$ cat config.mk
export PLATFORM = sky130hd
export DESIGN_NAME = tis_node_ctrl
export DESIGN_NICKNAME = d
export VERILOG_FILES = /design/src/rtl/tis_pkg.sv /design/src/rtl/tis_pc_next.sv /design/src/rtl/tis_node_ctrl.sv
export SDC_FILE = /design/constraint.sdc
export NUM_CORES = 1
export LEC_CHECK = 0
export ABC_AREA = 1
export CAP_MARGIN = 10
export CORE_MARGIN = 2
export CORE_UTILIZATION = 50
export DETAILED_ROUTE_END_ITERATION = 16
export MAX_ROUTING_LAYER = met4
export PLACE_DENSITY_LB_ADDON = 0.05
export SYNTH_ARGS = -nofsm -noshare
export SYNTH_HDL_FRONTEND = slang
export SYNTH_HIERARCHICAL = 1
export SYNTH_SLANG_ARGS = --single-unit
$ cat constraint.sdc
create_clock -name clk -period 7.8 [get_ports clk]
set_input_delay 2.34 -clock clk [delete_from_list [all_inputs] [get_ports clk]]
set_output_delay 2.34 -clock clk [all_outputs]
set_load 0.02 [all_outputs]
$ cat src/rtl/tis_pkg.sv
// Shared opcode codes, FSM state encoding and default widths for one TIS-100 node.
package tis_pkg;

    localparam int unsigned PC_W_DEF   = 4;
    localparam int unsigned DATA_W_DEF = 11;

    localparam logic [3:0] OP_NOP = 4'd0;
    localparam logic [3:0] OP_MOV = 4'd1;
    localparam logic [3:0] OP_SWP = 4'd2;
    localparam logic [3:0] OP_SAV = 4'd3;
    localparam logic [3:0] OP_ADD = 4'd4;
    localparam logic [3:0] OP_SUB = 4'd5;
    localparam logic [3:0] OP_NEG = 4'd6;
    localparam logic [3:0] OP_JMP = 4'd7;
    localparam logic [3:0] OP_JEZ = 4'd8;
    localparam logic [3:0] OP_JNZ = 4'd9;
    localparam logic [3:0] OP_JGZ = 4'd10;
    localparam logic [3:0] OP_JLZ = 4'd11;
    localparam logic [3:0] OP_JRO = 4'd12;

    typedef enum logic [1:0] {
        ST_RUN   = 2'd0,
        ST_READ  = 2'd1,
        ST_WRITE = 2'd2,
        ST_IDLE  = 2'd3
    } state_e;

endpackage

$ cat src/rtl/tis_pc_next.sv
// Combinational next-pc: sequential wrap, conditional/absolute jumps and clamped JRO.
module tis_pc_next
    import tis_pkg::*;
#(
    parameter int unsigned PC_W   = PC_W_DEF,
    parameter int unsigned DATA_W = DATA_W_DEF
) (
    input  logic [PC_W-1:0]   pc,
    input  logic [PC_W-1:0]   prog_len,
    input  logic [3:0]        op,
    input  logic [DATA_W-1:0] acc,
    input  logic [DATA_W-1:0] jmp_off,
    output logic [PC_W-1:0]   pc_nxt
);

    // One extra bit so pc + offset cannot overflow before clamping.
    localparam int unsigned SUM_W = DATA_W + 1;

    logic [PC_W:0]       pc_inc;
    logic [PC_W-1:0]     seq_pc;
    logic [SUM_W-1:0]    abs_tgt;
    logic [SUM_W-1:0]    rel_tgt;
    logic [PC_W-1:0]     abs_pc;
    logic [PC_W-1:0]     rel_pc;
    logic                acc_zero;
    logic                acc_neg;
    logic                take;

    // Two's-complement target clamped into [0, len-1].
    function automatic logic [PC_W-1:0] clamp(input logic [SUM_W-1:0] t,
                                              input logic [PC_W-1:0]  len);
        if (t[SUM_W-1])
            return '0;
        else if (t >= {{(SUM_W-PC_W){1'b0}}, len})
            return (len == '0) ? '0 : len - PC_W'(1);
        else
            return t[PC_W-1:0];
    endfunction

    assign pc_inc   = {1'b0, pc} + (PC_W+1)'(1);
    assign seq_pc   = (pc_inc >= {1'b0, prog_len}) ? '0 : pc_inc[PC_W-1:0];
    assign abs_tgt  = {jmp_off[DATA_W-1], jmp_off};
    assign rel_tgt  = abs_tgt + {{(SUM_W-PC_W){1'b0}}, pc};
    assign abs_pc   = clamp(abs_tgt, prog_len);
    assign rel_pc   = clamp(rel_tgt, prog_len);
    assign acc_zero = (acc == '0);
    assign acc_neg  = acc[DATA_W-1];

    always_comb begin
        take   = 1'b0;
        pc_nxt = seq_pc;
        case (op)
            OP_JMP:  take = 1'b1;
            OP_JEZ:  take = acc_zero;
            OP_JNZ:  take = !acc_zero;
            OP_JGZ:  take = !acc_zero && !acc_neg;
            OP_JLZ:  take = acc_neg;
            default: take = 1'b0;
        endcase
        if (op == OP_JRO)
            pc_nxt = rel_pc;
        else if (take)
            pc_nxt = abs_pc;
    end

endmodule

$ cat src/rtl/tis_node_ctrl.sv
// TIS-100 node sequencer: pc ownership, port read/write stalls and commit strobe.
module tis_node_ctrl
    import tis_pkg::*;
#(
    parameter int unsigned PC_W   = PC_W_DEF,
    parameter int unsigned DATA_W = DATA_W_DEF
) (
    input  logic              clk,
    input  logic              reset,
    input  logic              clk_en,
    input  logic [PC_W-1:0]   prog_len,
    input  logic [3:0]        op,
    input  logic [DATA_W-1:0] acc,
    input  logic [DATA_W-1:0] jmp_off,
    input  logic              src_is_port,
    input  logic              dst_is_port,
    input  logic              rd_valid,
    input  logic              wr_ready,
    output logic [PC_W-1:0]   pc,
    output logic              rd_ack,
    output logic              wr_valid,
    output logic              exec_en,
    output logic [1:0]        state
);

    state_e          state_q, state_d;
    logic [PC_W-1:0] pc_q, pc_d, pc_nxt;
    logic            wr_valid_q, wr_valid_d;

    tis_pc_next #(
        .PC_W   (PC_W),
        .DATA_W (DATA_W)
    ) u_pc_next (
        .pc       (pc_q),
        .prog_len (prog_len),
        .op       (op),
        .acc      (acc),
        .jmp_off  (jmp_off),
        .pc_nxt   (pc_nxt)
    );

    always_ff @(posedge clk) begin
        if (reset) begin
            state_q    <= (prog_len == '0) ? ST_IDLE : ST_RUN;
            pc_q       <= '0;
            wr_valid_q <= 1'b0;
        end else if (clk_en) begin
            state_q    <= state_d;
            pc_q       <= pc_d;
            wr_valid_q <= wr_valid_d;
        end
    end

    // Next state, handshake strobes and commit; nothing happens while frozen or in reset.
    always_comb begin
        state_d = state_q;
        pc_d    = pc_q;
        rd_ack  = 1'b0;
        exec_en = 1'b0;
        if (clk_en && !reset) begin
            if (prog_len == '0) begin
                state_d = ST_IDLE;
                pc_d    = '0;
            end else begin
                case (state_q)
                    ST_IDLE: begin
                        state_d = ST_RUN;
                        pc_d    = '0;
                    end
                    ST_WRITE: begin
                        if (wr_ready) begin
                            exec_en = 1'b1;
                            pc_d    = pc_nxt;
                            state_d = ST_RUN;
                        end
                    end
                    default: begin
                        if (src_is_port && !rd_valid) begin
                            state_d = ST_READ;
                        end else begin
                            rd_ack = src_is_port;
                            if (dst_is_port) begin
                                state_d = ST_WRITE;
                            end else begin
                                exec_en = 1'b1;
                                pc_d    = pc_nxt;
                                state_d = ST_RUN;
                            end
                        end
                    end
                endcase
            end
        end
        wr_valid_d = (state_d == ST_WRITE);
    end

    assign pc       = pc_q;
    assign wr_valid = wr_valid_q;
    assign state    = state_q;

endmodule
==> reports/metrics.csv, run 1 <==
stage,metric,value,unit
global_routing,antenna_found_initial,0,
global_routing,grtUsageTotal,24.6,%
routing,drt_wl_total,4430,um
clock_tree,cts_setup_buffers,0,
sta,worst_pin_slew,0.342,ns
final_layout,syn_to_final_growth,31.6,%
sta,skew,0.00174,ns
power,vdd_drop_max,0.106,mV
sta,post-route-min-period,6.35,ns
power,power.density,89.5,nW/um2
min_path,worstHoldStart,wr_valid,
worst_setup_path,cp-startpoint,prog_len[0],
worst_setup_path,path_class,input pin to output pin,
final_layout,fin_util,67.8,%
final_layout,layout-drive-gt1-share,11.1,%
global_routing,grt_pass1_wl,7720,um
sta,fin_crit_sh,81.5,%
routing,vias,1952,
sta,grt_setup_unrepaired,no,
routing,drcViolationCount,0,
final_layout,stdcell_area,2230,um2
clock_tree,cts-htree-levels,1,
yosys,synth.avg_cell_area,5.78,um2
yosys,synth_seq_cells,7,
floorplan,core-area,3280,um2
clock_tree,hold_buffers,0,
min_path,hp-class,flip-flop to flip-flop,
clock_tree,insertion_delay,0.25,ns
place,placed_area,2200,um2
job,drv_cap,0,
sta,setup_viol,0,
final_layout,nNetsFinal,399,
worst_setup_path,r2r-start,pc[0],
routing,ant_nets,0,
floorplan,start_util,51.5,%
worst_setup_path,worstPathRequired,5.46,ns
clock_tree,cts_buffer_depth,2,
yosys,seq_area_frac_synth,9.46,%
yosys,syn-num-nets,349,
clock_tree,cts-buffers-inserted,3,
routing,avgRoutedWirePerCell,11.4,um
floorplan,dieArea,3870,um2
worst_setup_path,arrival,4.01,ns
sta,setup-tns-final,0,ns
place,gp_congestion,0.969,
floorplan,io_pins,46,
global_routing,overflow,0,
sta,slew-limit-headroom,77.0,%
routing,initialDrtViolationCount,77,
yosys,yosysUniqueCellTypes,31,
clock_tree,root_buffer,clkbuf_4,
yosys,yosysWarningCount,6,
global_routing,grt_max_degree,10,
global_routing,grt_pass1_vias,1787,
power,power,0.199,mW
status,status,"complete, no violations",
power,power.leakage,1.14,nW
final_layout,num_antenna_cells,0,
clock_tree,tritoncts,done,
clock_tree,cts_resized,0,
worst_setup_path,cp_max_fo,9,
worst_setup_path,endpoint_kind,output pin,
yosys,synthesis.area,1690,um2
clock_tree,clock-sinks,7,
place,dp_hpwl,3800,um
routing,via_per_inst,5.03,
yosys,synthCells,293,
clock_tree,cts.clk_slew.worst_paths,0.05,ns
sta,maxSlewViolCount,0,
floorplan,die_y,62.2,um
worst_setup_path,start_kind,input pin,
sta,max_freq,0.157,GHz
routing,drt_pass1_iterations,4,
floorplan,dieWidth,62.2,um
place,port_buffers,45,
sta,hold_violations,0,
floorplan,num_rows,21,
-- cell families (layout without fill, tap and decap cells) --
kind of cell             count (synthesis)  count (layout)  share of synthesized area [%]
AND/OR/NAND/NOR                        189             189                           56.0
buffers and inverters                   54             103                           12.0
flip-flops                               7               7                           9.46
XOR/XNOR                                 3               3                           1.55
AO/OA/AOI/OAI                           21              21                           6.58
adder cells (fa/ha/maj)                 19              19                           14.5
-- worst paths after layout --
path / slack (ns) / endpoint / cells past startpoint
setup reg to reg: 4.91 / pc[1] / 18
hold / removal: 0.50 / wr_valid / 2
hold reg to reg: 0.50 / wr_valid / 2
setup / recovery: 1.45 / rd_ack / 6
-- flip-flops by register name (all words and copies together), names as in the netlist --
signal,count
wr_valid,1
state,2
pc,4
-- cells in the mapped netlist --
| cell | number | area (um2) |
|---|---|---|
| nand3_1 | 48 | 240 |
| nor3_1 | 5 | 25.0 |
| nor2_1 | 18 | 67.6 |
| a21oi_1 | 6 | 30.0 |
| fa_1 | 1 | 20.0 |
| a21o_1 | 1 | 7.51 |
| nand4_1 | 7 | 43.8 |
| nor3_2 | 2 | 20.0 |
| nor2b_1 | 1 | 6.26 |
| o22ai_1 | 1 | 6.26 |
| ha_1 | 18 | 225 |
| nand2_4 | 2 | 22.5 |
| nand2_1 | 74 | 278 |
| edfxtp_1 | 2 | 60.1 |
| inv_1 | 48 | 180 |
| nand3_2 | 5 | 50.1 |
| xor2_1 | 2 | 17.5 |
| o211ai_1 | 1 | 7.51 |
| xnor2_1 | 1 | 8.76 |
| nand2_2 | 11 | 68.8 |
| dfxtp_1 | 5 | 100 |
| nor3b_1 | 1 | 7.51 |
| or2_1 | 1 | 6.26 |
| nor2_4 | 4 | 45.0 |
| nor4_1 | 1 | 6.26 |
| nor2_2 | 5 | 31.3 |
| inv_2 | 6 | 22.5 |
| and3_1 | 1 | 6.26 |
| o21ai_1 | 8 | 40.0 |
| nand3b_1 | 3 | 22.5 |
| o21ai_0 | 4 | 20.0 |
-- stage by stage --
| step | setup slack (ns) | std cells | hold WS (ns) |
|---|---|---|---|
| 2_1_floorplan | 2.25 | 293 | 0.551 |
| 3_3_place_gp | 1.46 | 384 | 0.502 |
| 3_5_place_dp | 1.44 | 384 | 0.492 |
| 4_1_cts | 1.44 | 388 | 0.506 |
| 5_1_grt | 1.31 | 388 | 0.563 |
| 6_report | 1.45 | 388 | 0.504 |
-- worst max-delay path, cell delays in order --
cell and delay [ns]:
clkdlybuf4s50_1 0.56, nor2_1 0.09, nand2_4 0.11, nand2_1 0.10, nor4_1 0.17, clkdlybuf4s50_1 0.64
-- placed cells by master, fill, tap and decap left out, types with 4 or more instances in the layout --
cell and count:
nand2_1 74, inv_1 48, nand3_1 48, clkdlybuf4s50_1 45, nor2_1 18, ha_1 18
nand2_2 11, o21ai_1 8, nand4_1 7, inv_2 6, a21oi_1 6, nand3_2 5
nor3_1 5, nor2_2 5, dfxtp_1 5, nor2_4 4, o21ai_0 4
-- power by group --
part	internal, mW	switching [mW]
registers	0.0409	0.00484
clock network	0.0195	0.0130
logic	0.0538	0.0672
-- area by class of cell --
type                       count  area (um2)
clock buffer                   4        26.3
fill                         297        1060
tap                           46        57.6
inverter                      54         203
sequential                     7         160
timing repair buffer          45         450
multi-input combinational    232        1330
-- metal layers --
layer / part of all wire, % / GRT usage, % / up-vias
li1: - / - / 1052
met1: 47 / 30.6 / 834
met2: 48 / 42.0 / 59
met3: 4.1 / 2.36 / 7
met4: 1.5 / 8.33 / 0
met5: 0 / - / -
Power figures use the tool's default switching activity.
==> inputs of run 2 (changes only) <==
- CORE_UTILIZATION: 50 -> 49
- clock period: 7.8 -> 6.14 ns (I/O delays scaled with it)
==> run 2 against run 1 <==
- register-to-register slack worse by 1.7 ns
- clock skew fell by 0.0014 ns
- setup slack worse by 0.69 ns
- highest routed layer unchanged
- die area grew 1.9%
- critical path type unchanged
- flip-flop and latch count unchanged
==> reports/metrics.csv, run 2 (same netlist as run 1, synthesis figures left out) <==
stage,metric,value,unit
final_layout,stdcell_area,2230,um2
worst_setup_path,cp_max_fo,9,
clock_tree,cts.clk_slew.worst_paths,0.05,ns
floorplan,dieWidth,62.8,um
sta,worst_pin_slew,0.341,ns
final_layout,nFillCells,332,
global_routing,grt_pass1_vias,1832,
sta,grt_setup_unrepaired,no,
floorplan,dieArea,3940,um2
floorplan,start_util,50.7,%
clock_tree,cts-buffers-inserted,3,
routing,ant_nets,0,
min_path,hold_end,wr_valid,
floorplan,die_y,62.8,um
worst_setup_path,r2r_setup_slack,3.23,ns
floorplan,io_pins,46,
sta,setup-tns-final,0,ns
clock_tree,cts_resized,0,
routing,drt_wl_total,4280,um
worst_setup_path,start_kind,input pin,
clock_tree,cts-htree-levels,1,
min_path,hp-class,flip-flop to flip-flop,
min_path,worstHoldStart,wr_valid,
worst_setup_path,cp_top_family,buffers and inverters,
worst_setup_path,crit_chain,clkdlybuf4s50_1 -> nor2_1 -> nand2_4 -> nand2_1 -> nor4_1 -> clkdlybuf4s50_1,
global_routing,grtUsageTotal,23.9,%
worst_setup_path,endpoint_kind,output pin,
place,dp_hpwl,3630,um
final_layout,final_cell_mix,"nand2_1 (74), inv_1 (48), nand3_1 (48), clkdlybuf4s50_1 (45)",
final_layout,num_antenna_cells,0,
worst_setup_path,worstPathRequired,4.30,ns
worst_setup_path,slowest_delay,0.64,ns
place,port_buffers,45,
sta,slew-limit-headroom,77.1,%
routing,drcViolationCount,0,
place,placed_area,2200,um2
power,vdd_drop_max,0.0946,mV
worst_setup_path,rr_endpoint,pc[1],
clock_tree,tritoncts,done,
sta,post-route-min-period,5.38,ns
clock_tree,insertion_delay,0.25,ns
clock_tree,cts_setup_buffers,0,
status,status,"complete, no violations",
final_layout,layout-drive-gt1-share,11.1,%
final_layout,multi_input_area,1330,um2
clock_tree,cts_buffer_depth,2,
worst_setup_path,r2r-start,pc[0],
floorplan,num_rows,21,
routing,avgRoutedWirePerCell,11.0,um
routing,initialDrtViolationCount,125,
sta,hold_violations,0,
global_routing,grt_max_degree,10,
min_path,holdPathStages,2,
final_layout,syn_to_final_growth,31.6,%
routing,via_per_inst,5.08,
global_routing,overflow,0,
power,power.density,114,nW/um2
final_layout,largest_reg_flops,4,
sta,maxSlewViolCount,0,
place,gp_congestion,0.885,
floorplan,core-area,3340,um2
power,power.leakage,1.14,nW
clock_tree,hold_buffers,0,
global_routing,grt_pass1_wl,7730,um
routing,drt_pass1_iterations,4,
worst_setup_path,crit_path_top_delay_cell,clkdlybuf4s50_1,
worst_setup_path,path_class,input pin to output pin,
clock_tree,clock-sinks,7,
worst_setup_path,worst-r2r-cell-count,19,
job,drv_cap,0,
final_layout,final_common_cell,nand2_1,
final_layout,nNetsFinal,399,
clock_tree,root_buffer,clkbuf_4,
global_routing,antenna_found_initial,0,
worst_setup_path,cp_common_cell,clkdlybuf4s50_1,
worst_setup_path,timing.critical_path.buf_inv,2,
sta,fin_crit_sh,87.7,%
sta,max_freq,0.186,GHz
worst_setup_path,arrival,3.54,ns
routing,vias,1970,
sta,skew,0.000319,ns
final_layout,regArea,160,um2
sta,setup_viol,0,
==> run 2: how the worst max path moves through the flow <==
stage / cells past startpoint / to / start
2_1_floorplan: 4 / rd_ack / clk_en
3_3_place_gp: 6 / rd_ack / prog_len[0]
3_5_place_dp: 6 / rd_ack / prog_len[0]
4_1_cts: 6 / rd_ack / prog_len[0]
5_1_grt: 6 / rd_ack / prog_len[0]
6_report: 6 / rd_ack / prog_len[0]
==> run 2: layer usage <==
metal	part of all wire [%]	up-vias	wire length, um	GRT usage (%)
met5	0	-	0	-
met4	0.89	0	38	6.39
met3	5.2	4	221	1.62
met2	45	49	1910	38.6
met1	49	857	2100	32.6
li1	-	1060	-	-
==> run 2: power breakdown <==
part           internal (mW)  leakage (nW)  switching, mW  total [mW]
combinational         0.0684          1.07         0.0841       0.153
clock                 0.0249        0.0150         0.0184      0.0433
sequential            0.0519        0.0623        0.00607      0.0580
total                  0.145          1.14          0.109       0.254
==> run 2: tightest hold or removal path: cells and delay by family, from the launching register on <==
family | cells | cell delay [ns]
and+or+nand+nor | 1 | 0.08
DFF | 1 | 0.31
AOI/OAI and AO/OA | 1 | 0.06
==> run 2: through the flow <==
| stage | power, mW | utilization, % | cells | worst slack, ns | hold WS [ns] |
|---|---|---|---|---|---|
| floorplan | 0.152 | - | 293 | 1.58 | 0.551 |
| global placement | 0.208 | 66.0 | 384 | 0.744 | 0.504 |
| detailed placement | 0.210 | 66.0 | 384 | 0.753 | 0.494 |
| CTS | 0.254 | 66.7 | 388 | 0.745 | 0.510 |
| global route | 0.278 | 66.7 | 388 | 0.569 | 0.530 |
| finish | 0.254 | 66.7 | 388 | 0.755 | 0.504 |
==> run 2: final cells by class <==
class                   instances  area share [%]
multi-input cells             232            59.7
flip-flops and latches          7            7.19
inverters                      54            9.10
repair buffers                 45            20.2
well taps                      46            2.58
clock buffers                   4            1.18
